`src/rtl/instruction_fetch_unit.sv`:
```
// RV32I instruction fetch: owns the PC and keeps one imem read in flight.
// Presents a held instruction to decode and handles redirects and stalls.
module instruction_fetch_unit #(
  parameter logic [31:0] RESET_PC = 32'h0000_0000,
  parameter logic [31:0] NOP_INST = 32'h0000_0013
) (
  input  logic        clk,
  input  logic        reset,
  output logic        imem_req,
  output logic [31:0] imem_addr,
  input  logic        imem_ready,
  input  logic        imem_rvalid,
  input  logic [31:0] imem_rdata,
  input  logic        stall,
  input  logic        redirect_valid,
  input  logic [31:0] redirect_target,
  output logic [31:0] instruction,
  output logic [31:0] pc,
  output logic [31:0] pc_plus4,
  output logic        inst_valid,
  output logic        misaligned_fault
);

  typedef enum logic [1:0] {
    S_FETCH,
    S_WAIT,
    S_HOLD,
    S_FAULT
  } state_e;

  state_e      state_q, state_d;
  logic [31:0] pc_q, pc_d;
  logic [31:0] inst_q, inst_d;
  logic        valid_q, valid_d;
  logic        req_q, req_d;
  logic        fault_q, fault_d;
  logic        kill_q, kill_d;

  logic redir_ok;
  logic redir_bad;
  logic accept;

  assign redir_bad = redirect_valid & (|redirect_target[1:0]);
  assign redir_ok  = redirect_valid & ~(|redirect_target[1:0]);
  assign accept    = req_q & imem_ready;

  always_ff @(posedge clk or posedge reset) begin
    if (reset) begin
      state_q <= S_FETCH;
      pc_q    <= RESET_PC;
      inst_q  <= NOP_INST;
      valid_q <= 1'b0;
      req_q   <= 1'b0;
      fault_q <= 1'b0;
      kill_q  <= 1'b0;
    end else begin
      state_q <= state_d;
      pc_q    <= pc_d;
      inst_q  <= inst_d;
      valid_q <= valid_d;
      req_q   <= req_d;
      fault_q <= fault_d;
      kill_q  <= kill_d;
    end
  end

  always_comb begin
    state_d = state_q;
    unique case (state_q)
      S_FETCH: begin
        if (redir_bad)   state_d = S_FAULT;
        else if (accept) state_d = S_WAIT;
      end
      S_WAIT: begin
        if (redir_bad) begin
          state_d = S_FAULT;
        end else if (imem_rvalid) begin
          state_d = (kill_q | redir_ok) ? S_FETCH : S_HOLD;
        end
      end
      S_HOLD: begin
        if (redir_bad)                state_d = S_FAULT;
        else if (redir_ok || !stall)  state_d = S_FETCH;
      end
      S_FAULT: state_d = S_FAULT;
      default: state_d = S_FETCH;
    endcase
  end

  always_comb begin
    pc_d    = pc_q;
    inst_d  = inst_q;
    valid_d = valid_q;
    fault_d = fault_q;
    kill_d  = kill_q;
    unique case (state_q)
      S_FETCH: begin
        // An accepted old-pc request must be drained before refetching.
        if (redir_ok) begin
          pc_d   = redirect_target;
          kill_d = accept;
        end
      end
      S_WAIT: begin
        if (redir_ok) begin
          pc_d   = redirect_target;
          kill_d = ~imem_rvalid;
        end else if (imem_rvalid) begin
          kill_d = 1'b0;
          if (!kill_q) begin
            inst_d  = imem_rdata;
            valid_d = 1'b1;
          end
        end
      end
      S_HOLD: begin
        if (redir_ok) begin
          pc_d    = redirect_target;
          valid_d = 1'b0;
          inst_d  = NOP_INST;
        end else if (!stall) begin
          pc_d    = pc_q + 32'd4;
          valid_d = 1'b0;
          inst_d  = NOP_INST;
        end
      end
      S_FAULT: ;
      default: ;
    endcase
    if (redir_bad && state_q != S_FAULT) begin
      fault_d = 1'b1;
      valid_d = 1'b0;
      inst_d  = NOP_INST;
      kill_d  = 1'b0;
    end
    req_d = (state_d == S_FETCH);
  end

  assign imem_req         = req_q;
  assign imem_addr        = pc_q;
  assign pc               = pc_q;
  assign pc_plus4         = pc_q + 32'd4;
  assign instruction      = inst_q;
  assign inst_valid       = valid_q;
  assign misaligned_fault = fault_q;

endmodule

```
`config.mk`:
```
export PLATFORM = sky130hd
export DESIGN_NAME = instruction_fetch_unit
export DESIGN_NICKNAME = d
export VERILOG_FILES = /design/src/rtl/instruction_fetch_unit.sv
export SDC_FILE = /design/constraint.sdc
export NUM_CORES = 1
export LEC_CHECK = 0
export CORE_ASPECT_RATIO = 0.9
export CORE_MARGIN = 1
export CORE_UTILIZATION = 42
export CTS_CLUSTER_DIAMETER = 200
export DETAILED_ROUTE_END_ITERATION = 8
export GPL_ROUTABILITY_DRIVEN = 1
export MAX_ROUTING_LAYER = met4
export PLACE_DENSITY = 0.94
export SLEW_MARGIN = 20
export SYNTH_ARGS = -nofsm -noshare
export SYNTH_HDL_FRONTEND = slang
export SYNTH_SLANG_ARGS = --single-unit
export TNS_END_PERCENT = 30
```
`constraint.sdc`:
```
create_clock -name clk -period 5.8 [get_ports clk]
set_input_delay 1.16 -clock clk [delete_from_list [all_inputs] [get_ports clk]]
set_output_delay 1.16 -clock clk [all_outputs]
set_load 0.03 [all_outputs]
```
==> impl_metrics.csv <==
group,metric,value,unit
worst_setup_path,critPathKind,"flop to output pin",
worst_hold_path,hold_path.class,"flop to flop",
synthesis,netlist_area,4009,um2
synthesis,synth_top_area_share,41.82,%
synthesis,synth_warnings,0,
global_route,grt_pass1_wl,18840,um
synthesis,yosysMostFrequentCell,"dfrtp_1",
worst_setup_path,crit_fanout,8,
worst_setup_path,arrival,3.06,ns
drt,dr.first_iter.drc_count,137,
drt,routed_wl,11870,um
synthesis,synth-async-reset-ratio,100.0,%
timing,finalSetupTns,0,ns
synthesis,yosysSeqAreaShare,43.79,%
placement,place_ws,1.959,ns
timing,skew,0.009649,ns
run_status,outcome,"completed",
global_route,track_usage,24.96,%
worst_setup_path,worst_ep_required_time,4.64,ns
synthesis,ys_top_cells_by_count,"dfrtp_1 (67), nand2_1 (37), buf_4 (35)",
pwr,power_density,598.7,nW/um2
timing,finalCritPeriodShare,72.73,%
job,drv_cap,0,
clocking,insertion_delay,0.34,ns
cells_and_area,nFillCells,706,
pwr,swShare,48.24,%
worst_hold_path,hold-path-endpoint,"instruction[0]",
drt,ant_nets,0,
placement,place_congestion,0.8188,
pwr,ir_drop,334.7,uV
cells_and_area,final_util,65.77,%
global_route,grt_max_degree,71,
timing,hold_viol_final,0,
drt,via_per_inst,5.529,
timing,finalSetupViolations,0,
worst_setup_path,regToRegStartpoint,"imem_addr[2]",
pwr,p_seq_share,27.4,%
cells_and_area,finalInstanceArea,6056,um2
clocking,clk_pin_slew,0.08,ns
clocking,cts-root-buf,"clkbuf_8",
clocking,clockBufferDepth,2,
clocking,clock_sinks,70,
synthesis,synth-seq-cells,70,
cells_and_area,diodes,0,
cells_and_area,area_growth_syn_to_layout,51.06,%
synthesis,yosysUniqueCellTypes,50,
pwr,internal_power,1.876,mW
synthesis,synth_edf_count,0,
cells_and_area,final_net_count,651,
drt,routedWlPerCell,16.78,um
cells_and_area,regArea,1755,um2
die,start_util,43.54,%
timing,slew_viol_final,0,
worst_setup_path,r2r_setup_slack,3.53,ns
worst_setup_path,r2r_end,"imem_addr[30]",
timing,max_freq,237.1,MHz
synthesis,syn_inst,426,
timing,grt_setup_unrepaired,"no",
worst_setup_path,startpoint,"imem_addr[2]",
synthesis,syn_area_per_cell,9.410,um2
die,die_y,94.69,um
die,coreArea,9208,um2
worst_hold_path,min_path_cells,2,
cells_and_area,multi_input_area,1846,um2
clocking,hold_buffers,0,
die,die_area,9940,um2
timing,tightest_slew,1.011,ns
pwr,p_leak,2.481,nW
clocking,cts_buffers,9,
clocking,postCtsSetupBuffers,0,
worst_hold_path,holdCritStartpoint,"instruction[0]",
global_route,grt_pass1_vias,3808,
drt,firstDrtPassIters,5,
synthesis,yosys.area.top_type,"dfrtp_1",
pwr,p_clk_share,11.3,%
synthesis,synth.area.top_cells,"dfrtp_1 (42%), buf_4 (6.6%), a22o_1 (6.3%)",
pwr,p_sw,1.749,mW
placement,hpwl,8546,um
timing,maxSlewHeadroom,32.59,%
die,fp.dieW,105.0,um
die,io_pins,201,
placement,io_buffer_count,200,
drt,drc_errors,0,
global_route,antenna_found_initial,0,
drt,vias,3909,
placement,placed_cell_area,5849,um2
clocking,h-tree-depth,3,
clocking,post_cts_resized,0,
global_route,grt-ovfl-total,0,
worst_setup_path,worst-r2r-cell-count,6,
worst_setup_path,startpoint_type,"flop",
synthesis,synthFlopType,"dfrtp_1",
clocking,cts_tree,"done",
pwr,share_comb_of_total_power,61.3,%
cells_and_area,drive_gt1_share,6.667,%
die,rows,33,
worst_setup_path,cp-end-kind,"output pin",
timing,setup_slack,1.582,ns
timing,layout_min_cycle_time,4.218,ns
synthesis,syn_nets,497,
==> layer usage <==
layer	wire [um]	vias to the layer above	track usage [%]
li1	-	1812	-
met2	5856	210	41.72
met5	0	-	-
met4	170	0	8.333
met1	4919	1869	29.75
met3	919	18	6.211
==> state kept, by name, indices dropped and copies added (netlist names) <==
name	cells
instruction	32
inst_valid	1
imem_addr	32
kill_q	1
misaligned_fault	1
state_q	2
imem_req	1
==> per-stage QoR <==
stage,hold slack (ns),std cells,power (mW)
6_report,0.4636,707,3.626
5_1_grt,0.4960,707,3.788
4_1_cts,0.4660,707,3.641
3_5_place_dp,0.4515,691,3.218
3_3_place_gp,0.4452,690,3.172
2_1_floorplan,0.5161,426,2.344
==> critical path, cell delays in order, from the launching register on <==
cell             delay (ns)
dfrtp_1                0.45
ha_1                   0.30
nand4_1                0.33
nor3_1                 0.48
and3_1                 0.29
xor2_1                 0.16
clkdlybuf4s50_1        0.71
==> cell usage in the layout (no fill, tap or decap), types with 2 or more instances in the layout <==
master	synthesis	layout
a2bb2oi_1	7	7
and3_1	3	3
a2bb2oi_2	4	4
a21boi_0	3	3
a22oi_1	6	6
nor4_1	6	6
o21ai_0	20	20
nor2_1	18	18
o22ai_1	15	15
clkinv_4	0	2
a21oi_1	27	26
nor3_1	7	6
mux2i_1	3	3
dfrtp_1	67	67
dfstp_2	3	3
o22a_1	3	3
xor2_1	8	8
inv_1	13	12
nand4_1	8	8
buf_4	35	4
a22o_1	29	29
and2_1	4	4
and4_1	5	5
clkdlybuf4s50_1	0	200
clkbuf_8	0	10
nor3b_1	2	2
nand2b_1	3	3
o21ai_1	2	2
xnor2_1	20	20
a21o_1	2	2
o31a_1	2	2
nand2_1	37	37
nand3_1	18	18
a31oi_1	3	3
==> area by class of cell <==
type | instances | area share (%)
clock buffer | 10 | 2.273
inverter | 13 | 0.8058
sequential | 70 | 28.99
tap | 122 | 2.521
clock inverter | 6 | 1.136
multi-input combinational | 281 | 30.48
timing repair buffer | 205 | 33.80
==> power groups by stage <==
stage                     clock network, mW  registers, mW  logic [mW]
after floorplan                           0           1.33        1.01
after global placement                    0          0.977        2.20
after detailed placement                  0          0.991        2.23
after CTS                             0.418          0.990        2.23
after global routing                  0.445           1.03        2.31
final                                 0.411          0.993        2.22
==> how the worst max path moves through the flow <==
| stage | to | slack (ns) | cells past startpoint |
|---|---|---|---|
| CTS | pc_plus4[31] | 1.55 | 5 |
| floorplan | pc_plus4[30] | 2.51 | 5 |
| global route | pc_plus4[17] | 1.32 | 5 |
| finish | pc_plus4[30] | 1.58 | 6 |
| detailed placement | pc_plus4[31] | 1.96 | 5 |
| global placement | pc_plus4[31] | 2.04 | 5 |
==> kinds of logic (layout without fill, tap and decap cells) <==
kind of cell | count (synthesis) | in the layout | share of synthesized area, %
AOI/OAI and AO/OA | 129 | 129 | 22.63
xor gates and xnor gates | 28 | 28 | 6.117
adders and majority gates | 1 | 1 | 0.3121
buffers and inverters | 75 | 234 | 10.71
DFF | 70 | 70 | 43.79
muxes | 4 | 4 | 1.030
and+or+nand+nor | 119 | 119 | 15.42
No activity file was read; power rests on OpenSTA's default activity.
